## src/rtl/width_converter_down_if.sv

```systemverilog
// Bus bundle for width_converter_down.
//   sink_*   : InWidth-bit word side (valid/ready, data, beat count, last)
//   source_* : OutWidth-bit beat side (valid/ready, data, last)
// Modport slave is the converter's view; master is the environment's view.
interface width_converter_down_if #(
    parameter int unsigned InWidth  = 32,
    parameter int unsigned OutWidth = 8
);
    localparam int unsigned CntW = $clog2(InWidth / OutWidth + 1);

    logic                sink_valid_i;
    logic                sink_ready_o;
    logic [InWidth-1:0]  sink_data_i;
    logic [CntW-1:0]     sink_beats_i;
    logic                sink_last_i;
    logic                source_valid_o;
    logic                source_ready_i;
    logic [OutWidth-1:0] source_data_o;
    logic                source_last_o;

    modport slave (
        input  sink_valid_i, sink_data_i, sink_beats_i, sink_last_i, source_ready_i,
        output sink_ready_o, source_valid_o, source_data_o, source_last_o
    );

    modport master (
        output sink_valid_i, sink_data_i, sink_beats_i, sink_last_i, source_ready_i,
        input  sink_ready_o, source_valid_o, source_data_o, source_last_o
    );
endinterface

```

## src/rtl/width_converter_down.sv

```systemverilog
// N-to-M down-converter: splits InWidth-bit words into OutWidth-bit beats,
// lowest slice first, with per-word beat count, message-last propagation,
// synchronous flush and one beat per cycle via hold register + bypass.
// Ports:
//   clk_i   : clock
//   rst_ni  : asynchronous active-low reset
//   flush_i : synchronous flush, drops all buffered data
//   bus     : sink word / source beat handshakes (width_converter_down_if.slave)
//   busy_o  : any data buffered
module width_converter_down #(
    parameter int unsigned InWidth  = 32,
    parameter int unsigned OutWidth = 8
) (
    input  logic                  clk_i,
    input  logic                  rst_ni,
    input  logic                  flush_i,
    width_converter_down_if.slave bus,
    output logic                  busy_o
);
    localparam int unsigned Ratio = InWidth / OutWidth;
    localparam int unsigned CntW  = $clog2(Ratio + 1);

    if ((InWidth % OutWidth) != 0) begin : g_chk_ratio
        $error("width_converter_down: InWidth must be a multiple of OutWidth");
    end
    if ((OutWidth % 8) != 0) begin : g_chk_bytes
        $error("width_converter_down: OutWidth must be a multiple of 8");
    end

    // Shift stage
    logic [InWidth-1:0] sreg;
    logic [CntW-1:0]    scnt;
    logic               slast;
    // Hold stage
    logic [InWidth-1:0] hdata;
    logic [CntW-1:0]    hbeats;
    logic               hlast;
    logic               hvalid;

    logic            src_xfer;
    logic            sink_xfer;
    logic            shift_free;
    logic [CntW-1:0] beats_eff;

    assign bus.source_valid_o = (scnt != '0) & ~flush_i;
    assign bus.source_data_o  = sreg[OutWidth-1:0];
    assign bus.source_last_o  = slast & (scnt == CntW'(1));
    assign bus.sink_ready_o   = ~hvalid & ~flush_i;
    assign busy_o             = (scnt != '0) | hvalid;

    assign src_xfer   = bus.source_valid_o & bus.source_ready_i;
    assign sink_xfer  = bus.sink_valid_i & bus.sink_ready_o;
    assign shift_free = (scnt == '0) | ((scnt == CntW'(1)) & src_xfer);

    // Zero means a full word; oversized counts saturate at a full word.
    always_comb begin
        beats_eff = bus.sink_beats_i;
        if ((bus.sink_beats_i == '0) || (bus.sink_beats_i > CntW'(Ratio))) begin
            beats_eff = CntW'(Ratio);
        end
    end

    always_ff @(posedge clk_i or negedge rst_ni) begin
        if (!rst_ni) begin
            sreg   <= '0;
            scnt   <= '0;
            slast  <= 1'b0;
            hdata  <= '0;
            hbeats <= '0;
            hlast  <= 1'b0;
            hvalid <= 1'b0;
        end else if (flush_i) begin
            scnt   <= '0;
            slast  <= 1'b0;
            hvalid <= 1'b0;
        end else if (shift_free) begin
            if (hvalid) begin
                sreg   <= hdata;
                scnt   <= hbeats;
                slast  <= hlast;
                hvalid <= 1'b0;
                if (sink_xfer) begin
                    hdata  <= bus.sink_data_i;
                    hbeats <= beats_eff;
                    hlast  <= bus.sink_last_i;
                    hvalid <= 1'b1;
                end
            end else if (sink_xfer) begin
                // Bypass: the word goes straight to the shift stage.
                sreg  <= bus.sink_data_i;
                scnt  <= beats_eff;
                slast <= bus.sink_last_i;
            end else if (src_xfer) begin
                // Final beat leaves with nothing queued behind it.
                scnt <= '0;
            end
        end else begin
            if (src_xfer) begin
                sreg <= sreg >> OutWidth;
                scnt <= scnt - CntW'(1);
            end
            if (sink_xfer) begin
                hdata  <= bus.sink_data_i;
                hbeats <= beats_eff;
                hlast  <= bus.sink_last_i;
                hvalid <= 1'b1;
            end
        end
    end
endmodule
```

## src/flat_wrapper.sv

```systemverilog
// flat-port wrapper written by rule: the top's interface ports become plain ports
module width_converter_down_flat 
#(
    parameter int unsigned InWidth  = 32,
    parameter int unsigned OutWidth = 8
)
  (clk_i, rst_ni, flush_i, busy_o, bus_sink_valid_i, bus_sink_data_i, bus_sink_beats_i, bus_sink_last_i, bus_source_ready_i, bus_sink_ready_o, bus_source_valid_o, bus_source_data_o, bus_source_last_o);
  width_converter_down_if #(.InWidth(InWidth), .OutWidth(OutWidth)) bus_i ();
  input  logic clk_i;
  input  logic rst_ni;
  input  logic flush_i;
  output logic busy_o;
  input wire logic [$bits(bus_i.sink_valid_i)-1:0] bus_sink_valid_i;
  input wire logic [$bits(bus_i.sink_data_i)-1:0] bus_sink_data_i;
  input wire logic [$bits(bus_i.sink_beats_i)-1:0] bus_sink_beats_i;
  input wire logic [$bits(bus_i.sink_last_i)-1:0] bus_sink_last_i;
  input wire logic [$bits(bus_i.source_ready_i)-1:0] bus_source_ready_i;
  output wire logic [$bits(bus_i.sink_ready_o)-1:0] bus_sink_ready_o;
  output wire logic [$bits(bus_i.source_valid_o)-1:0] bus_source_valid_o;
  output wire logic [$bits(bus_i.source_data_o)-1:0] bus_source_data_o;
  output wire logic [$bits(bus_i.source_last_o)-1:0] bus_source_last_o;
  assign bus_i.sink_valid_i = bus_sink_valid_i;
  assign bus_i.sink_data_i = bus_sink_data_i;
  assign bus_i.sink_beats_i = bus_sink_beats_i;
  assign bus_i.sink_last_i = bus_sink_last_i;
  assign bus_i.source_ready_i = bus_source_ready_i;
  assign bus_sink_ready_o = bus_i.sink_ready_o;
  assign bus_source_valid_o = bus_i.source_valid_o;
  assign bus_source_data_o = bus_i.source_data_o;
  assign bus_source_last_o = bus_i.source_last_o;
  width_converter_down #(.InWidth(InWidth), .OutWidth(OutWidth)) u_core (.clk_i(clk_i), .rst_ni(rst_ni), .flush_i(flush_i), .bus(bus_i), .busy_o(busy_o));
endmodule
```

## config.mk

```make
export PLATFORM = sky130hd
export DESIGN_NAME = width_converter_down_flat
export DESIGN_NICKNAME = d
export VERILOG_FILES = /design/src/rtl/width_converter_down_if.sv /design/src/rtl/width_converter_down.sv /design/src/flat_wrapper.sv
export SDC_FILE = /design/constraint.sdc
export NUM_CORES = 1
export LEC_CHECK = 0
export CELL_PAD_IN_SITES_DETAIL_PLACEMENT = 0
export CELL_PAD_IN_SITES_GLOBAL_PLACEMENT = 1
export CORE_ASPECT_RATIO = 0.5
export CORE_MARGIN = 2
export CORE_UTILIZATION = 39
export DETAILED_ROUTE_END_ITERATION = 12
export PLACE_DENSITY = 0.74
export SYNTH_ARGS = -nofsm -noshare
export SYNTH_HDL_FRONTEND = slang
export SYNTH_SLANG_ARGS = --single-unit
export TNS_END_PERCENT = 5
```

## constraint.sdc

```tcl
create_clock -name clk_i -period 1.99 [get_ports clk_i]
set_clock_uncertainty 0.05 [all_clocks]
set_input_delay 0.597 -clock clk_i [delete_from_list [all_inputs] [get_ports clk_i]]
set_output_delay 0.597 -clock clk_i [all_outputs]
set_load 0.01 [all_outputs]
```

After elaboration in Yosys (flattened, before gate mapping)
Cells that the tools add are included.

word-level totals
  memories = 0
  input port bits = 41
  word-level logic and storage cells = 65
  bits in read-only memories = 0
  output and inout bits = 12
  bits in latches = 0
  bits in writable memories = 0
  flip-flop bits (word level) = 73

operators by class
  bitwise gates (word level) = 10
  shift operators = 0
  add/subtract/negate cells = 1
  order comparisons = 1
  multiply operators = 0
  divide/modulo/power cells = 0
  mux-type cells = 29
  equal/unequal tests = 3
  reduce and logical (&&, ||, !) cells = 14

operators with widths
  kind                                                   count
  two-way mux 32 bit                                     7
  two-way mux 3 bit                                      10
  two-way mux 1 bit                                      12
  nonzero test 3 bit                                     4
  AND 1 bit                                              6
  zero test 3 bit                                        2
  AND reduction 2 bit                                    3
  nonzero test 2 bit                                     2
  nonzero test 4 bit                                     1
  equality test 3 x 1 -> 1 bit, second input constant    1
  greater-than comparator 3 bit, second input constant   1
  inequality test 3 x 1 -> 1 bit, second input constant  1
  AND reduction 3 bit                                    1
  subtractor 3 x 1 -> 3 bit, second input constant       1
  inequality test 2 x 1 -> 1 bit, second input constant  1
  inverter 1 bit                                         2
  bitwise OR 1 bit                                       2
  logical OR 1 bit                                       1

Depth between registers and ports, before layout
  depth in word-level cells = 8
  gate-level depth with buffers = 8
  mapped depth without buffers = 6

Worst setup path before layout
No wires, ideal clock.

  kind = input-to-reg
  from = input port flush_i
  to = register u_core.hdata[15]
  cell stages on the path = 6
  required time = 1.815 ns
  slack = -0.178 ns
  setup time = 0.125 ns
  arrival time = 1.993 ns
  path buffers = 3
  path through = buf_2 nand2b_1 or4b_4 buf_6 buf_6 mux2_4

between the ends
  longest elaborated chain between the ends = 7
  elaborated cells on any way between the ends = 12
  those cells by class = eq/ne: 1; mux: 3; bitwise: 7; reduce/logical: 1

RTL lines
  item                                      line                         text
  start, declared                           flat_wrapper.sv:11           input logic flush_i;
  inverter 1 bit (no line) (*)              -
  AND 1 bit                                 width_converter_down.sv:45   assign bus.source_valid_o = (scnt != '0) & ~flush_i;
  AND 1 bit                                 width_converter_down.sv:51   assign src_xfer = bus.source_valid_o & bus.source_ready_i;
  AND 1 bit                                 width_converter_down.sv:53   assign shift_free = (scnt == '0) | ((scnt == CntW'(1)) & src_xfer);
  bitwise OR 1 bit                          width_converter_down.sv:53
  inequality test 2 x 1 -> 1 bit (no line)  -
  AND reduction 2 bit (no line)             -
  end signal, assigned                      width_converter_down.sv:83   hdata <= bus.sink_data_i;
  end signal, assigned                      width_converter_down.sv:103  hdata <= bus.sink_data_i;
  end, declared                             width_converter_down.sv:35   logic [InWidth-1:0] hdata;

Every way passes the cells marked *; elsewhere a longest branch is shown, timed or not. The select of a mux whose other input is x is not followed.
A chain may end at the register's enable or synchronous reset.

Worst setup path in the final report
  from = register u_core.scnt[0]
  to = register u_core.hdata[25]

between the ends
  longest elaborated chain between the ends = 7
  elaborated cells on any way between the ends = 10
  those cells by class = eq/ne: 2; mux: 1; bitwise: 4; reduce/logical: 3

RTL lines
  item                                      line                         text
  start, declared                           width_converter_down.sv:32   logic [CntW-1:0] scnt;
  start signal, assigned                    width_converter_down.sv:79   scnt <= hbeats;
  start signal, assigned                    width_converter_down.sv:91   scnt <= beats_eff;
  start signal, assigned                    width_converter_down.sv:100  scnt <= scnt - CntW'(1);
  nonzero test 3 bit                        width_converter_down.sv:45
  AND 1 bit                                 width_converter_down.sv:45
  AND 1 bit                                 width_converter_down.sv:51
  AND 1 bit                                 width_converter_down.sv:53
  bitwise OR 1 bit (*)                      width_converter_down.sv:53
  inequality test 2 x 1 -> 1 bit (no line)  -
  AND reduction 2 bit (no line)             -

Every way passes the cells marked *; elsewhere a longest branch is shown, timed or not.

==> results.txt <==
----------------------------------------------------
[Status]
  Outcome ... finished with violations
  Violated checks ... setup timing

[Timing]
  Share of the clock period used by the worst path ... 102%
  Setup repair after global routing missed its margin ... yes
  Final Hold Vio Count ... 0
  Achievable frequency ... 494 MHz
  Endpoints failing setup ... 26
  Slew headroom ... 73.6%
  Tmin final ... 2.02 ns
  Number of max-slew violations in the final report ... 0
  Transition time at the pin with the least slew margin ... 0.396 ns
  Slack of the critical path ... -0.0343 ns

[Logic synthesis]
  Sequential share of the synthesized area ... 49.0%
  Post-synthesis async set-or-reset flop share ... 100%
  Total standard cell area after synthesis ... 3720 um^2
  Synthesized instance count ... 332
  EDFF count, synth ... 0
  Unique masters post-synth ... 35
  Area contributors post-synth ... dfrtp_1 (49%), mux2i_1 (9.4%), mux2_2 (8.8%), a2bb2oi_1 (5.6%), nor2b_1 (4.2%)
  FF+latch count, synth ... 73
  Mean post-synth cell area ... 11.2 um^2
  Area fraction of the dominant cell type after synthesis ... 49.0%
  Post-Syn Nets ... 377
  Ys flop type ... dfrtp_1
  Post-synth top area cell ... dfrtp_1
  Number of warnings printed during yosys synthesis ... 0

[Floorplanning]
  Standard-cell rows ... 25
  X dimension of the die ... 142 um
  Initial standard-cell utilization of the core ... 39.8%
  Placeable Area ... 9350 um^2
  Area enclosed by the die boundary ... 10,400 um^2
  Io pins ... 53
  Die outline height ... 73.1 um

[Route]
  Number of optimization iterations in the first detailed-route pass ... 4
  Met2 routed WL ... 3830 um
  Total detailed-routing wirelength ... 8190 um
  Highest metal layer with signal wires ... met4
  Violation count after the first detailed-route iteration ... 200
  DRC violations left ... 0
  Met3 wirelength from detailed routing ... 288 um
  Total routed wire length on the met1 layer ... 3970 um
  Number of vias after detailed routing ... 2,682
  WL per Instance ... 15.7 um
  Post-detailed-route via-to-cell ratio ... 5.13
  Antenna viol nets, final ... 0

[Global routing]
  Combined global-route utilization of all metal layers ... 17.0%
  Antenna violations before repair ... 0
  Maximum number of pins on one net before global-route repair ... 74
  Global-route wire length before repair ... 13,500 um
  Overflow left after global routing ... 0
  Via count of the first global-routing pass ... 2,698

[Worst setup path]
  Critical R2R Launch ... u_core.scnt[0]
  Data required time at the worst endpoint ... 2.15 ns
  Launching element type of the critical path ... register
  Worst setup path class ... register to register
  Worst EP arrival ... 2.18 ns
  Endpoint class of the critical path ... register
  Cells on worst reg2reg path ... 7
  Worst r2r dst ... u_core.hdata[25]
  Biggest fanout along the worst timing path ... 25
  Reg-to-reg slack, setup ... -0.03 ns

[Final layout]
  Fraction of final layout cells with drive strength greater than 1 ... 25.6%
  Net count, final ... 443
  Sequential cell area in the final layout ... 1830 um^2
  Most used cells in the layout excluding fill and tap cells ... dfrtp_1 (72), clkdlybuf4s50_1 (44), mux2i_1 (35), nand2_1 (32), mux2_2 (29)
  Number of antenna cells inserted ... 0
  Most common cell after layout, fill and taps aside ... dfrtp_1
  Relative area change from synthesis to final layout ... 30.6%
  Area taken by multi-input logic gates ... 1790 um^2
  Filler Cell Count ... 800
  Post-route non-filler standard cell count ... 523

[Power]
  Proportion of total power due to net switching ... 32.5%
  Internal ... 4.76 mW
  Psw ... 2.29 mW
  Final Power ... 7.06 mW
  Cell leakage power ... 2.14 nW
  Clk network pwr share ... 20.3%
  Total power per unit cell area ... 1450 nW/um^2
  Combinational share of power ... 42.9%
  Share of total power in sequential cells ... 36.8%
  Peak supply drop ... 613 uV

[Placed design]
  Half-perimeter wire length of the detailed placement result ... 5880 um
  Final GP Congestion ... 0.813
  # port buffers ... 52
  Cell count after placement ... 507

[Clock tree]
  H-tree depth reported by CTS ... 3
  Clock transition at the registers of the reported paths ... 0.05 ns
  Clock latency on the worst-skew pair ... 0.33 ns
  Number of hold buffers added after cts ... 0
  Total number of clock tree sinks ... 73
  Maximum buffer depth of the clock tree ... 2
  Cell at the root of the clock tree ... clkbuf_16
  Clock tree from TritonCTS ... yes
  Clock buffer count from CTS ... 9

[Flow run]
  Total of max-cap violations ... 0

[Hold path]
  Kind of path behind the tightest hold check ... input pin to asynchronous set/reset pin

----------------------------------------------------
-- worst max-delay path: stages, from the launching register on --
cell     delay, ns
dfrtp_1       0.37
inv_2         0.06
ha_4          0.16
nor2b_4       0.13
buf_6         0.12
or4b_4        0.52
buf_12        0.19
mux2_2        0.29
-- cell type report --
type | instances | share of cell area [%]
timing repair buffer | 85 | 16.7
tap | 121 | 3.11
inverter | 4 | 0.309
clock buffer | 11 | 4.99
clock inverter | 4 | 0.412
sequential | 73 | 37.6
multi-input combinational | 225 | 36.9
-- how the worst max path moves through the flow --
stage,startpoint,to,depth (start not counted)
final,u_core.scnt[0],u_core.hdata[25],7
after global routing,bus_sink_beats_i[1],u_core.scnt[0],7
after CTS,u_core.scnt[0],busy_o,5
after detailed placement,flush_i,u_core.hdata[25],5
after global placement,flush_i,u_core.hdata[15],5
after floorplan,flush_i,u_core.hdata[15],6
-- per-stage QoR --
| step | cell area (um^2) | worst slack [ns] | TNS (ns) | hold WS (ns) | utilization [%] |
|---|---|---|---|---|---|
| 3_3_place_gp | 4540 | -0.557 | -32.79 | 0.415 | 48.5 |
| 5_1_grt | 4860 | -0.0740 | -1.69 | 0.267 | 52.0 |
| 6_report | 4860 | -0.0343 | -0.405 | 0.225 | 52.0 |
| 2_1_floorplan | 3730 | -0.127 | -0.881 | 0.251 | - |
| 3_5_place_dp | 4540 | -0.573 | -33.58 | 0.425 | 48.5 |
| 4_1_cts | 4820 | -0.0607 | -1.11 | 0.248 | 51.5 |
-- power groups by stage --
stage / clock (mW) / combinational, mW / sequential [mW]
5_1_grt: 1.53 / 3.31 / 2.68
6_report: 1.43 / 3.03 / 2.60
2_1_floorplan: 0 / 2.08 / 2.47
3_3_place_gp: 0 / 2.86 / 2.58
4_1_cts: 1.48 / 3.00 / 2.60
3_5_place_dp: 0 / 2.96 / 2.61
-- routing by layer --
| metal | up-vias | GRT usage (%) |
|---|---|---|
| li1 | 1307 | - |
| met1 | 1326 | 22.8 |
| met2 | 40 | 27.2 |
| met3 | 9 | 4.46 |
| met4 | 0 | 5.78 |
| met5 | - | 0 |
-- cells by family after synthesis --
group           after synthesis  share of synthesized area, %
fa+ha+maj                     4                          1.34
mux                          68                          19.8
flops                        73                          49.0
buf+inv                      34                          4.87
compound gates               71                          13.8
simple gates                 82                          11.2
-- flip-flops by register name, indices dropped and copies added (netlist names) --
signal,count
u_core.hbeats,3
u_core.hdata,32
u_core.hlast,1
u_core.hvalid,1
u_core.scnt,3
u_core.slast,1
u_core.sreg,32
-- cells in the mapped netlist, types with 7 or more instances --
master / count
o2bb2ai_1: 9
o21ai_0: 25
clkbuf_1: 11
buf_4: 8
mux2_2: 29
nor2b_1: 25
dfrtp_1: 73
buf_2: 7
nor2_1: 8
a2bb2oi_1: 24
mux2i_1: 35
nand2_1: 34
-- timing repair --
| item | CTS | global route |
|---|---|---|
| gates cloned | 0 | 0 |
| buffers inserted | 1 | 0 |
| endpoints found under the hold margin | 0 | 0 |
| setup endpoints to repair | 74 | 64 |
| gates resized for setup | 23 | 10 |
| pin swaps | 3 | 2 |
Note: power is estimated with default switching activity, not from simulation.
